**src/rtl/xix_prefix_sequencer.sv**
```systemverilog
// xix_prefix_sequencer
//
// Sequences the DD/FD (IX/IY) prefixed instruction path. It latches which
// index prefix is active, runs the 5-bit execution phase timer XPT, drives
// the XIX decoder bank (enable / is_Y), and acts on the bank's OR-reduced
// strobes.
//
// Ports
//   clock          system clock, all state changes on the rising edge
//   notReset       synchronous active-low reset
//   wait_n         0 = stall, every register holds (reset still acts)
//   fetch_done     one-cycle pulse, opcode is valid
//   opcode[7:0]    fetched opcode byte
//   PR_Reset_XPT   decoder request: clear XPT
//   P2_Set_CM1     decoder request: end instruction, return to M1
//   P2_Reset_XIX   clear the IX prefix latch
//   P2_Reset_XIY   clear the IY prefix latch
//   XPT[4:0]       execution phase count
//   notXPT[4:0]    bitwise complement of XPT
//   enable         EXEC state with a prefix latched
//   is_Y           IY prefix active (equals XIY)
//   XIX, XIY       prefix latches
//   CM1            high in M1 and PREFIX states
//   int_block      cycle follows a prefix; interrupts must not be taken
//   xpt_overflow   sticky: XPT ran into XPT_MAX without a strobe
//
// Every output is a register or a decode of registered state; there is no
// combinational path from any input to any output.

module xix_prefix_sequencer #(
  parameter int         XPT_MAX   = 31,
  parameter logic [7:0] PREFIX_DD = 8'hDD,
  parameter logic [7:0] PREFIX_FD = 8'hFD
) (
  input  logic       clock,
  input  logic       notReset,
  input  logic       wait_n,
  input  logic       fetch_done,
  input  logic [7:0] opcode,
  input  logic       PR_Reset_XPT,
  input  logic       P2_Set_CM1,
  input  logic       P2_Reset_XIX,
  input  logic       P2_Reset_XIY,
  output logic [4:0] XPT,
  output logic [4:0] notXPT,
  output logic       enable,
  output logic       is_Y,
  output logic       XIX,
  output logic       XIY,
  output logic       CM1,
  output logic       int_block,
  output logic       xpt_overflow
);

  localparam logic [4:0] XPT_LIMIT = XPT_MAX[4:0];
  // ED-prefixed instructions have no indexed form; an ED after DD/FD
  // cancels the pending index prefix.
  localparam logic [7:0] OPC_ED = 8'hED;

  typedef enum logic [1:0] {
    ST_M1     = 2'd0,
    ST_PREFIX = 2'd1,
    ST_EXEC   = 2'd2
  } state_t;

  state_t     state_q, state_d;
  logic [4:0] xpt_q, xpt_d;
  logic       xix_q, xix_d;
  logic       xiy_q, xiy_d;
  logic       int_block_q, int_block_d;
  logic       overflow_q, overflow_d;

  always_comb begin
    state_d     = state_q;
    xpt_d       = xpt_q;
    xix_d       = xix_q;
    xiy_d       = xiy_q;
    int_block_d = int_block_q;
    overflow_d  = overflow_q;

    if (wait_n) begin
      // Latch clears are honoured in every state. A prefix fetched in the
      // same cycle is the newer information, so the case below overrides.
      if (P2_Reset_XIX) xix_d = 1'b0;
      if (P2_Reset_XIY) xiy_d = 1'b0;

      case (state_q)
        ST_M1, ST_PREFIX: begin
          if (fetch_done) begin
            if (opcode == PREFIX_DD) begin
              xix_d       = 1'b1;
              xiy_d       = 1'b0;
              state_d     = ST_PREFIX;
              int_block_d = 1'b1;
            end else if (opcode == PREFIX_FD) begin
              xix_d       = 1'b0;
              xiy_d       = 1'b1;
              state_d     = ST_PREFIX;
              int_block_d = 1'b1;
            end else begin
              state_d     = ST_EXEC;
              xpt_d       = 5'd0;
              int_block_d = 1'b0;
              if (opcode == OPC_ED) begin
                xix_d = 1'b0;
                xiy_d = 1'b0;
              end
            end
          end
        end

        ST_EXEC: begin
          // Ending the instruction outranks a plain XPT clear; both yield
          // XPT=0, but only P2_Set_CM1 leaves EXEC.
          if (P2_Set_CM1) begin
            state_d = ST_M1;
            xpt_d   = 5'd0;
          end else if (PR_Reset_XPT) begin
            xpt_d = 5'd0;
          end else if (xpt_q == XPT_LIMIT) begin
            overflow_d = 1'b1;
          end else begin
            xpt_d = xpt_q + 5'd1;
          end
        end

        default: begin
          state_d = ST_M1;
        end
      endcase
    end
  end

  always_ff @(posedge clock) begin
    if (!notReset) begin
      state_q     <= ST_M1;
      xpt_q       <= 5'd0;
      xix_q       <= 1'b0;
      xiy_q       <= 1'b0;
      int_block_q <= 1'b0;
      overflow_q  <= 1'b0;
    end else begin
      state_q     <= state_d;
      xpt_q       <= xpt_d;
      xix_q       <= xix_d;
      xiy_q       <= xiy_d;
      int_block_q <= int_block_d;
      overflow_q  <= overflow_d;
    end
  end

  assign XPT          = xpt_q;
  assign notXPT       = ~xpt_q;
  assign XIX          = xix_q;
  assign XIY          = xiy_q;
  assign is_Y         = xiy_q;
  assign enable       = (state_q == ST_EXEC) && (xix_q || xiy_q);
  assign CM1          = (state_q != ST_EXEC);
  assign int_block    = int_block_q;
  assign xpt_overflow = overflow_q;

endmodule
```
**config.mk**
```make
export PLATFORM = sky130hd
export DESIGN_NAME = xix_prefix_sequencer
export DESIGN_NICKNAME = d
export VERILOG_FILES = /design/src/rtl/xix_prefix_sequencer.sv
export SDC_FILE = /design/constraint.sdc
export NUM_CORES = 1
export LEC_CHECK = 0
export ABC_AREA = 1
export CAP_MARGIN = 20
export CORE_UTILIZATION = 40
export CTS_CLUSTER_DIAMETER = 60
export DETAILED_ROUTE_END_ITERATION = 10
export PLACE_DENSITY = 0.77
export SYNTH_ARGS = -nofsm -noshare
export SYNTH_HDL_FRONTEND = slang
export SYNTH_SLANG_ARGS = --single-unit
```
**constraint.sdc**
```tcl
create_clock -name clock -period 1.98 [get_ports clock]
set_input_delay 0.297 -clock clock [delete_from_list [all_inputs] [get_ports clock]]
set_output_delay 0.297 -clock clock [all_outputs]
set_load 0.01 [all_outputs]
```
* Yosys cells after proc, flatten, opt, wreduce, memory -nomap -nowiden *
Cells that the tools add are included.

cells by class
  add/subtract/negate cells = 1
  equal/unequal tests = 12
  mux-type cells = 26
  bitwise gates (word level) = 3
  reduce and logical (&&, ||, !) cells = 9

operators by type and width
  cell                                                              count
  5-bit 2-to-1 mux                                                  6
  8-bit == test (second input constant)                             3
  1-bit 2-to-1 mux                                                  14
  2-bit != test (second input constant)                             5
  5-bit case mux with 2 select lines                                1
  2-bit 2-to-1 mux                                                  4
  3-bit AND reduction                                               2
  6-bit AND reduction                                               1
  5-bit by 1-bit adder with 5-bit output (second input constant)    1
  5-bit == test (second input constant)                             1
  5-bit inverter                                                    1
  5-bit AND reduction                                               1
  4-bit != test (second input constant)                             1
  2-bit case mux with 2 select lines                                1
  2-bit by 1-bit == test with 1-bit output (second input constant)  1
  2-bit == test (second input constant)                             1
  2-bit logical NOT                                                 1
  1-bit inverter                                                    2
  2-bit nonzero test                                                1
  2-bit OR reduction                                                1
  1-bit logical AND                                                 1
  1-bit logical OR                                                  1

storage, ports and cells
  register bits after elaboration = 11
  output and inout port bits = 17
  word-level logic and storage cells = 57

* Longest topological paths before layout *
Gate-level depths: netlist of the first run.

  word-level depth = 6
  gate-level depth with buffers = 10
  mapped depth without buffers = 10

* Worst setup path after synthesis of the first run *
Ideal clock, no wire load.

  path kind = reg2reg
  from = reg xpt_q[0], in the netlist XPT[0]
  to = reg xpt_q[0], in the netlist XPT[0]
  setup time = 0.072 ns
  data arrival time = 1.476 ns
  data required time = 1.908 ns
  path slack = 0.432 ns
  cell stages (with the launch flop) = 11
  clock period less this slack = 1.548 ns
  path through = dfxtp_1 -> ha_1 -> nand2_1 -> nor2_1 -> ha_1 -> nand4_4 -> nand2_2 -> inv_2 -> nand3_4 -> nand2_1 -> a21oi_1

between the ends
  word-level cells in the longest chain between the ends = 5
  elaborated cells on any way between the ends = 8
  classes of those cells = add/sub (1); eq/ne (2); mux (4); reduce/logical (1)

ends and longest elaborated chain
  item                                    line  source
  start, declared                         67    logic [4:0] xpt_q, xpt_d;
  start signal, assigned                  144   xpt_q <= xpt_d;
  5-bit by 1-bit adder with 5-bit output  123   xpt_d = xpt_q + 5'd1;
  5-bit 2-to-1 mux                        120   end else if (xpt_q == XPT_LIMIT) begin
  5-bit 2-to-1 mux                        118   end else if (PR_Reset_XPT) begin
  5-bit 2-to-1 mux                        115   if (P2_Set_CM1) begin
  5-bit case mux with 2 select lines      87    case (state_q)

Parallel ways exist; a longest one is shown, timed or not. The select of a mux whose other input is x is not followed.
A chain may end at the register's enable or synchronous reset.

* Final worst setup path of the first run *
  from = reg state_q[1]
  to = out CM1

between the ends
  word-level cells in the longest chain between the ends = 1

ends and longest elaborated chain
  item                    line  source
  start, declared         66    state_t state_q, state_d;
  start signal, assigned  143   state_q <= state_d;
  2-bit != test           158   assign CM1 = (state_q != ST_EXEC);
  end, declared           50    output logic CM1,

Every way passes these cells.

==> flow_metrics.tcl, run 1 <==
set metrics [dict create \
    fin_ws_ns 0.1959 \
    hold_class "reg2reg" \
    use_met3_pct 7.200 \
    outcome "finished clean" \
    setup_violations 0 \
    critPathLaunchType "register" \
    use_met1_pct 25.18 \
    synth-seq-area-share_pct 29.58 \
    hpwl_um 1470 \
    start_util_pct 43.12 \
    critPathSlowestCell "clkdlybuf4s50_1" \
    peakVddDrop_uv 431.5 \
    antennaDiodeCount 0 \
    grt_pass1_vias 740 \
    syn_inst 110 \
    use_met2_pct 34.78 \
    cts_hold_buf 0 \
    dp_slack_ns 0.2837 \
    cts_root_buf "clkbuf_4" \
    p_total_w 0.0004748 \
    cp.arrival_ns 1.49 \
    clock_latency_ns 0.28 \
    place.gp.congestion 0.8149 \
    cts_buffers 3 \
    min_period_ns 1.784 \
    drv_slew 0 \
    area_delta_synth_final_pct 50.25 \
    ys_types 23 \
    wire_per_inst_um 11.05 \
    p_leak_nw 0.4389 \
    io_pins 33 \
    die-area_um2 2038 \
    grt_util_all_layers_pct 21.51 \
    hold_end "xpt_overflow" \
    reg2reg_from "XPT[0]" \
    avgSynthCellArea_um2 6.768 \
    criticalPathCategory "reg2out" \
    cp-end-kind "primary output" \
    reg2reg_to "XPT[0]" \
    fin_area_um2 1119 \
    cts_buffer_depth 2 \
    utilization_pct 64.78 \
    postPlaceCellArea_um2 1089 \
    cp_max_fo 7 \
    grt_max_degree 10 \
    portBuffers 32 \
    htreeDepth 1 \
    busiest_layer "met2" \
    reg2regPathDepth 10 \
    dr.pass1.iters 4 \
    fmax_ghz 0.5605 \
    rsz0062_at_grt "false" \
    max_stage_delay_ns 0.56 \
    cp_cell_sequence "inv_2, nor2_8, inv_2, clkdlybuf4s50_1" \
    worstPathRequired_ns 1.68 \
    drc 0 \
    cap_viol_max_count 0 \
    ys_warn_count 0 \
    antenna_found_initial 0 \
    wl_um 1878 \
    core_um2 1727 \
    worstHoldStart "xpt_overflow" \
    finalHoldViolCount 0 \
    cp_top_family "buffers and inverters" \
    holdPathStages 1 \
    cts_tree "done" \
    worstMarginPinSlew_ns 0.2653 \
    cp_common_cell "inv_2" \
    ant_nets 0 \
    fillers 165 \
    nets 164 \
    fin_crit_sh_pct 90.11 \
    drt-initial-drc-count 21 \
    num_vias 826 \
    tns_ns 0 \
    via_per_inst 4.859 \
    yosys_register_bits 11 \
    fin_skew_ns 0.004161 \
    die_w_um 45.14 \
    max_slew_margin_pct 82.21 \
    fp-row-count 15 \
    grt_overflow 0 \
    regToRegSetupSlack_ns 0.25 \
    syn_area_um2 744.5 \
    clock_sinks 11 \
    grt_pass1_wl_um 3042 \
    power_density_nw_per_um2 424.4 \
    die_h_um 45.14 \
    syn_nets 128 \
    clkTransAtPathRegs_ns 0.08 \
    drive_gt1_share_pct 11.72 \
    critical_path_buf_inv_count 3 \
]
==> power by group <==
part	switching (W)	internal [W]
registers	0.00000217	0.000224
logic	0.0000457	0.0000443
clock network	0.0000839	0.0000750
total	0.000132	0.000343
==> stage by stage <==
stage          hold slack, ns  instances
6_report               0.4976        170
5_1_grt                0.5164        170
4_1_cts                0.4973        170
3_5_place_dp           0.4825        166
3_3_place_gp           0.4524        166
2_1_floorplan          0.4145        110
==> cell type report <==
class	count	area, um^2	share of cell area, %
multi-input combinational	77	437.9	39.15
inverter	21	78.83	7.047
clock inverter	1	5.005	0.4474
tap	25	31.28	2.796
sequential	11	220.2	19.69
clock buffer	3	22.52	2.013
timing repair buffer	32	322.8	28.86
==> per-layer routing <==
metal / share of wire [%] / vias to the layer above
met1: 46 / 363
met5: 0 / -
li1: - / 436
met4: 2.1 / 0
met3: 5.3 / 4
met2: 46 / 23
==> sequential cells by signal, indices dropped and copies added (netlist names) <==
register,flops
XPT,5
state_q,2
XIX,1
XIY,1
int_block,1
xpt_overflow,1
==> cells in the mapped netlist <==
master / count / area (um^2)
buf_4: 1 / 7.510
inv_1: 16 / 60.06
nand3_1: 15 / 75.07
nand4_4: 1 / 21.27
nor2_2: 2 / 12.51
nor4_1: 1 / 6.260
a21oi_1: 13 / 65.06
nor2_4: 2 / 22.52
ha_1: 2 / 25.02
nand3_4: 1 / 17.52
o211ai_1: 1 / 7.510
nand4_1: 2 / 12.51
nor2_1: 6 / 22.52
dfxtp_1: 11 / 220.2
o21ai_0: 3 / 15.01
nor3_1: 3 / 15.01
o21ai_1: 1 / 5.000
nor2_8: 1 / 20.02
nand2_2: 2 / 12.51
o21a_1: 1 / 7.510
inv_2: 4 / 15.01
clkinv_1: 1 / 3.750
nand2_1: 20 / 75.07
==> what timing repair did <==
action	CTS	global route
resized for setup	0	1
buffers inserted	0	0
setup endpoints to repair	0	1
==> how the worst max path moves through the flow <==
stage,startpoint,to,slack [ns],depth (start not counted)
3_5_place_dp,XPT[0],XPT[3],0.28,10
5_1_grt,XPT[0],XPT[4],0.09,10
6_report,state_q[1],CM1,0.20,4
4_1_cts,state_q[1],enable,0.06,5
2_1_floorplan,XPT[0],XPT[0],0.43,10
3_3_place_gp,XPT[0],XPT[0],0.34,10
==> cells in the final DEF (no fill, tap or decap), types with 3 or more instances in the layout <==
cell	Yosys	layout
clkbuf_4	0	3
nor2_1	6	6
nand2_1	20	20
a21oi_1	13	13
dfxtp_1	11	11
clkdlybuf4s50_1	0	31
nand3_1	15	15
o21ai_0	3	3
inv_2	4	4
inv_1	16	16
nor3_1	3	3
==> cells by family after synthesis <==
logic type	after synthesis	synth area share (%)
simple gates	56	42.02
buf+inv	22	11.60
compound gates	19	13.44
flops	11	29.58
fa+ha+maj	2	3.361
Note: power is estimated with default switching activity, not from simulation.
==> run 2: changes to the inputs <==
--- a/config.mk
+++ b/config.mk
@@ -8,6 +8,7 @@
 export ABC_AREA = 1
 export CAP_MARGIN = 20
 export CORE_UTILIZATION = 40
+export CTS_BUF_LIST = sky130_fd_sc_hd__clkbuf_8
 export CTS_CLUSTER_DIAMETER = 60
 export DETAILED_ROUTE_END_ITERATION = 10
 export PLACE_DENSITY = 0.77
==> flow_metrics.tcl, run 2 (synthesis gave the netlist of run 1 again) <==
set metrics [dict create \
    hpwl_um 1470 \
    reg2reg_from "XPT[0]" \
    regToRegSetupSlack_ns 0.26 \
    max_slew_margin_pct 82.06 \
    cts_hold_buf 0 \
    wl_met1_um 886 \
    grt_max_degree 10 \
    postPlaceCellArea_um2 1089 \
    p_leak_nw 0.4279 \
    post_cts_resized 0 \
    reg2regPathDepth 10 \
    highest_layer "met4" \
    cts_root_buf "clkbuf_8" \
    die_w_um 45.14 \
    crit_end "enable" \
    place.gp.congestion 0.8149 \
    cts_buffers 3 \
    die_h_um 45.14 \
    wire_per_inst_um 11.12 \
    outcome "finished clean" \
    cap_viol_max_count 0 \
    clock_latency_ns 0.24 \
    drt-initial-drc-count 14 \
    clock_sinks 11 \
    final_common_cell "clkdlybuf4s50_1" \
    dr.pass1.iters 4 \
    holdWs_ns 0.4991 \
    dr_wl_met3_um 115 \
    core_um2 1727 \
    largest_reg_flops 5 \
    startpoint "state_q[1]" \
    io_pins 33 \
    p_total_w 0.0005467 \
    finalHoldViolCount 0 \
    fin_area_um2 1135 \
    start_util_pct 43.12 \
    criticalPathCategory "reg2out" \
    cp-end-kind "primary output" \
    worstMarginPinSlew_ns 0.2674 \
    cp_max_fo 7 \
    worstPathRequired_ns 1.68 \
    wl_um 1890 \
    nets 164 \
    cp.arrival_ns 1.58 \
    tns_ns 0 \
    reg2reg_to "XPT[0]" \
    peakVddDrop_uv 459.1 \
    fillers 160 \
    drv_slew 0 \
    rsz0062_at_grt "false" \
    htreeDepth 1 \
    cts_tree "done" \
    grt_util_all_layers_pct 21.51 \
    via_per_inst 4.829 \
    grt_pass1_wl_um 3049 \
    num_vias 821 \
    cts_buffer_depth 2 \
    grt_overflow 0 \
    clkTransAtPathRegs_ns 0.05 \
    grt_pass1_vias 744 \
    fin_crit_sh_pct 94.92 \
    dr_wl_met2_um 850 \
    portBuffers 32 \
    hold_class "reg2reg" \
    area_delta_synth_final_pct 52.44 \
    ant_nets 0 \
    fmax_ghz 0.5321 \
    die-area_um2 2038 \
    drive_gt1_share_pct 11.72 \
    antennaDiodeCount 0 \
    antenna_found_initial 0 \
    most-common-layout-cells "clkdlybuf4s50_1, nand2_1, inv_1" \
    min_period_ns 1.879 \
    setup_violations 0 \
    power_density_nw_per_um2 481.8 \
    fin_skew_ns 0.003284 \
    utilization_pct 65.72 \
    fp-row-count 15 \
    postCtsSetupRepairBufs 0 \
    drc 0 \
    critPathLaunchType "register" \
]
-- run 2: critical path, cell delays in order (launching register included) --
cell and delay (ns):
dfxtp_1 0.36, inv_2 0.09, nor2_8 0.12, inv_2 0.09, a21oi_1 0.13, clkdlybuf4s50_1 0.55
-- run 2: final cells by class --
class	instances	area [um^2]	share of cell area, %
clock inverter	1	5.005	0.4410
clock buffer	3	41.29	3.638
timing repair buffer	32	320.3	28.22
inverter	21	78.83	6.946
sequential	11	220.2	19.40
multi-input combinational	77	437.9	38.59
tap	25	31.28	2.756
-- run 2: layer usage --
metal	up-vias	track usage, %
met5	-	0
met3	5	7.200
met1	362	25.18
li1	433	-
met2	21	34.78
met4	0	10.91
-- run 2: metrics by stage --
step	cells	worst slack, ns
final	170	0.1006
after global routing	170	0.009454
after CTS	170	0.1065
after detailed placement	166	0.2837
after global placement	166	0.3371
after floorplan	110	0.4325
-- run 2: where the power goes --
| group | switching (W) | internal [W] |
|---|---|---|
| Combinational | 0.0000459 | 0.0000443 |
| Sequential | 0.00000205 | 0.000224 |
| Clock | 0.0000914 | 0.000139 |
| Total | 0.000139 | 0.000407 |
-- run 2: how the worst min path moves through the flow --
stage	startpoint	to	cells after the start
after floorplan	notReset	xpt_overflow	1
after global placement	xpt_overflow	xpt_overflow	1
after detailed placement	xpt_overflow	xpt_overflow	1
after CTS	state_q[1]	state_q[1]	2
after global routing	xpt_overflow	xpt_overflow	1
final	state_q[1]	state_q[1]	2
==> variant 1: new RTL, flow settings as in run 2 <==
The 3 states of `state_t` get a one-hot encoding in 3 bits.
--- a/src/rtl/xix_prefix_sequencer.sv
+++ b/src/rtl/xix_prefix_sequencer.sv
@@ -58,8 +58,8 @@
   localparam logic [7:0] OPC_ED = 8'hED;
 
-  typedef enum logic [1:0] {
-    ST_M1     = 2'd0,
-    ST_PREFIX = 2'd1,
-    ST_EXEC   = 2'd2
+  typedef enum logic [2:0] {
+    ST_M1     = 3'b001,
+    ST_PREFIX = 3'b010,
+    ST_EXEC   = 3'b100
   } state_t;
 
Function: no difference found for any inputs over 10 cycles, from zero or initial values and one cycle with notReset low; not proved beyond that.
==> variant 1 against run 2 <==
Sequential cell count grew 1; worst setup slack gained 0.0027 ns; routed wire length grew 6.4%; synthesized cell count grew 12%; area after synthesis grew 11%; first-iteration DRC count shrank 7.1%; final area grew 7.3%; die area grew 10%; largest cell class unchanged.
Power is not compared: it rests on default switching activity, and its combinational part moved more than twofold at a synthesized area within 25%.
==> variant 1: results (changes against run 2) <==
Synth
  – Post-synth ARST share: 0% (unchanged)
  – Ranking of synthesized cells by area: dfxtp_1, nand2_1, a21oi_1, nor2_1, inv_1 (was dfxtp_1, nand2_1, nand3_1, a21oi_1, inv_1)
  – Seq/Total Area, Yosys: 29.18% (was 29.58%)
  – Synth top area share: 29.18% (was 29.58%)
  – Syn_area_per_cell: 6.693 µm² (was 6.768 µm²)
  – Yosys cell types: 22 (was 23)
  – Syn_nets: 141 (was 128)
  – Commonest cells post-synth: nand2_1, nor2_1, inv_1 (was nand2_1, inv_1, nand3_1)

Place
  – Routability cong.: 0.7682 (was 0.8149)
  – Hpwl dp: 1602 µm (was 1470 µm)

Finish
  – Nets: 176 (was 164)

Global route
  – Initial antenna violation count: 0 (unchanged)
  – First-pass GRT wire length: 2904 µm (was 3049 µm)
  – GR Util met3: 3.846% (was 7.200%)
  – GRT met1 Usage: 19.13% (was 25.18%)
  – GRT Overall Usage: 18.45% (was 21.51%)
  – Number of global-route vias before repair: 768 (was 744)
  – Grt met2 use: 35.62% (was 34.78%)

Run
  – Max_cap viols: 0 (unchanged)

Worst setup path
  – R2R setup slack: 0.29 ns (was 0.26 ns)
  – Worst r2r path cells: 9 (was 10)

Drt
  – Drt first pass iters: 3 (was 4)
  – Met2 WL post-DR: 991 µm (was 850 µm)
  – Wire per inst: 10.93 µm (was 11.12 µm)
  – Met1 wire length: 860 µm (was 886 µm)
  – Total wire length: 2011 µm (was 1890 µm)
  – Detailed-route via count: 885 (was 821)

Status
  – Status: finished, final reports clean (unchanged)

Worst hold path
  – Min-delay src: xpt_overflow$_SDFFE_PN0P_ (was state_q[1]$_SDFFE_PN0P_)
  – Hold worst-path end: xpt_overflow$_SDFFE_PN0P_ (was state_q[1]$_SDFFE_PN0P_)

STA
  – Final Skew: 0.001962 ns (was 0.003284 ns)
variant 1: stage by stage:
step	total power [µW]	util, %	instance area [µm²]	worst slack, ns	hold WS (ns)
final	760.7	62.69	1217	0.1033	0.4817
after global routing	800.8	62.69	1217	0.02149	0.5197
after CTS	765.5	62.69	1217	0.08776	0.4827
after detailed placement	499.6	59.86	1162	0.2383	0.4705
after global placement	494.6	59.86	1162	0.3181	0.4584
after floorplan	399.8	-	823.3	0.4236	0.4417
variant 1: kinds of logic (layout without fill, tap and decap cells):
family	count (synthesis)	count (layout)	synth area share [%]
adder cells (fa/ha/maj)	2	2	3.039
AND/OR/NAND/NOR	71	71	46.05
buffers and inverters	19	53	9.574
flip-flops	12	12	29.18
AO/OA/AOI/OAI	19	19	12.16
variant 1: cell type report:
class                   instances  area (µm²)
fillers                       189       724.4
well taps                      27       33.78
repair buffers                 32       320.3
inverters                      17       63.81
clock buffers                   4       55.05
multi-input cells              92       504.2
flip-flops and latches         12       240.2
==> variant 2: new RTL, settings of run 2 <==
Without the edit above. The parameter `XPT_MAX` goes from 31 to 16.
--- a/src/rtl/xix_prefix_sequencer.sv
+++ b/src/rtl/xix_prefix_sequencer.sv
@@ -29,5 +29,5 @@
 
 module xix_prefix_sequencer #(
-  parameter int         XPT_MAX   = 31,
+  parameter int         XPT_MAX   = 16,
   parameter logic [7:0] PREFIX_DD = 8'hDD,
   parameter logic [7:0] PREFIX_FD = 8'hFD
Behaviour: no difference found for any inputs over 10 cycles, from zero or initial values and one cycle with notReset low; that may be too few to reach the edited logic, so the function may still have changed.
==> variant 2 against run 2 <==
Hold slack got worse by 0.027 ns; worst setup slack improved by 0.027 ns; count of clock-buffer cells in the layout unchanged; total power decreased by 1.6%; sequential cell count unchanged; routed wire length decreased by 1.3%; first-iteration DRC count increased by 79%; area after synthesis increased by 2.7%; clock skew increased by 0.0032 ns; die area increased by 2.6%; critical path depth unchanged; highest routed layer unchanged; final area increased by 1.3%; register-to-register slack improved by 0.31 ns.
==> variant 2: results (changes against run 2) <==
Status
  – Status: finished, final reports clean (unchanged)

Worst setup path
  – Worst r2r path cells: 7 (was 10)
  – CP arrival: 1.56 ns (was 1.58 ns)
  – Slowest stage delay, CP: 0.55 ns (about the same)
  – R2R setup slack: 0.57 ns (was 0.26 ns)
  – Crit Reg-Reg Startpoint: XPT[0]$_SDFFE_PN0P_ (unchanged)
  – Crit-path slowest cell: clkdlybuf4s50_1 (unchanged)
  – Worst Setup EP: enable (unchanged)
  – R2R Path End: XPT[4]$_SDFFE_PN0P_ (was XPT[0]$_SDFFE_PN0P_)

Global route
  – GR Util met3: 7.540% (was 7.200%)
  – GRT met1 Usage: 27.91% (was 25.18%)
  – First-pass GRT wire length: 3098 µm (was 3049 µm)
  – Number of global-route vias before repair: 749 (was 744)
  – GRT Overall Usage: 20.92% (was 21.51%)
  – Initial antenna violation count: 0 (unchanged)

Finish
  – Max reg flops: 5 (unchanged)
  – Share of cells above drive strength 1: 10.88% (was 11.72%)
  – Fin cells: 172 (was 170)

Synth
  – Syn_nets: 131 (was 128)
  – Syn_area_per_cell: 6.765 µm² (was 6.768 µm²)
  – Ranking of synthesized cells by area: dfxtp_1, nand2_1, nand3_1, a21oi_1, inv_1 (unchanged)
  – Commonest cells post-synth: nand2_1, nand3_1, a21oi_1, inv_1, dfxtp_1 (was nand2_1, inv_1, nand3_1)
  – Synth Area in Compound Gates: 12.44% (was 13.45%)
  – Seq/Total Area, Yosys: 28.81% (was 29.58%)
  – Post-Synth Adder-Cell Area: 3.273% (was 3.361%)

Clock tree
  – H-tree levels: 1 (unchanged)

Place
  – DP Area: 1104 µm² (was 1089 µm²)
  – Place WS: 0.2663 ns (was 0.2837 ns)
  – Hpwl dp: 1522 µm (was 1470 µm)

STA
  – Final Skew: 0.006526 ns (was 0.003284 ns)
  – Worst slew pin tran: 0.3467 ns (was 0.2674 ns)
  – Min Tclk post-route: 1.853 ns (was 1.879 ns)
  – Hold slack: 0.4716 ns (was 0.4991 ns)

Drt
  – Wire per inst: 10.85 µm (was 11.12 µm)
  – DR vias/cell: 4.855 (was 4.829)
  – Starting DRT DRC Count: 25 (was 14)

Worst hold path
  – Min-Delay Path Depth: 1 (was 2)
  – Hold worst-path end: xpt_overflow$_SDFFE_PN0P_ (was state_q[1]$_SDFFE_PN0P_)
  – Min-delay src: xpt_overflow$_SDFFE_PN0P_ (was state_q[1]$_SDFFE_PN0P_)

Power and ir drop
  – Maximum VDD drop: 0.6698 mV (was 0.4591 mV)
==> variant 2: where the power goes <==
| part | internal, µW | leakage [µW] | switching (µW) |
|---|---|---|---|
| sequential | 225 | 0.0000889 | 1.94 |
| clock | 138 | 0.0000255 | 85.2 |
| combinational | 43.4 | 0.000329 | 44.8 |
| total | 406 | 0.000443 | 132 |
==> variant 2: per-layer routing <==
metal | routed length (µm) | vias up
met5 | 0 | -
met4 | 10 | 0
met3 | 83 | 2
met2 | 890 | 23
met1 | 882 | 370
li1 | - | 440
==> variant 2: final cells by class <==
| type | instances | area, µm² |
|---|---|---|
| clock buffers | 3 | 41.29 |
| clock inverters | 1 | 5.005 |
| fillers | 164 | 614.3 |
| inverters | 19 | 71.32 |
| multi-input cells | 81 | 460.4 |
| flip-flops and latches | 11 | 220.2 |
| well taps | 25 | 31.28 |
| repair buffers | 32 | 320.3 |
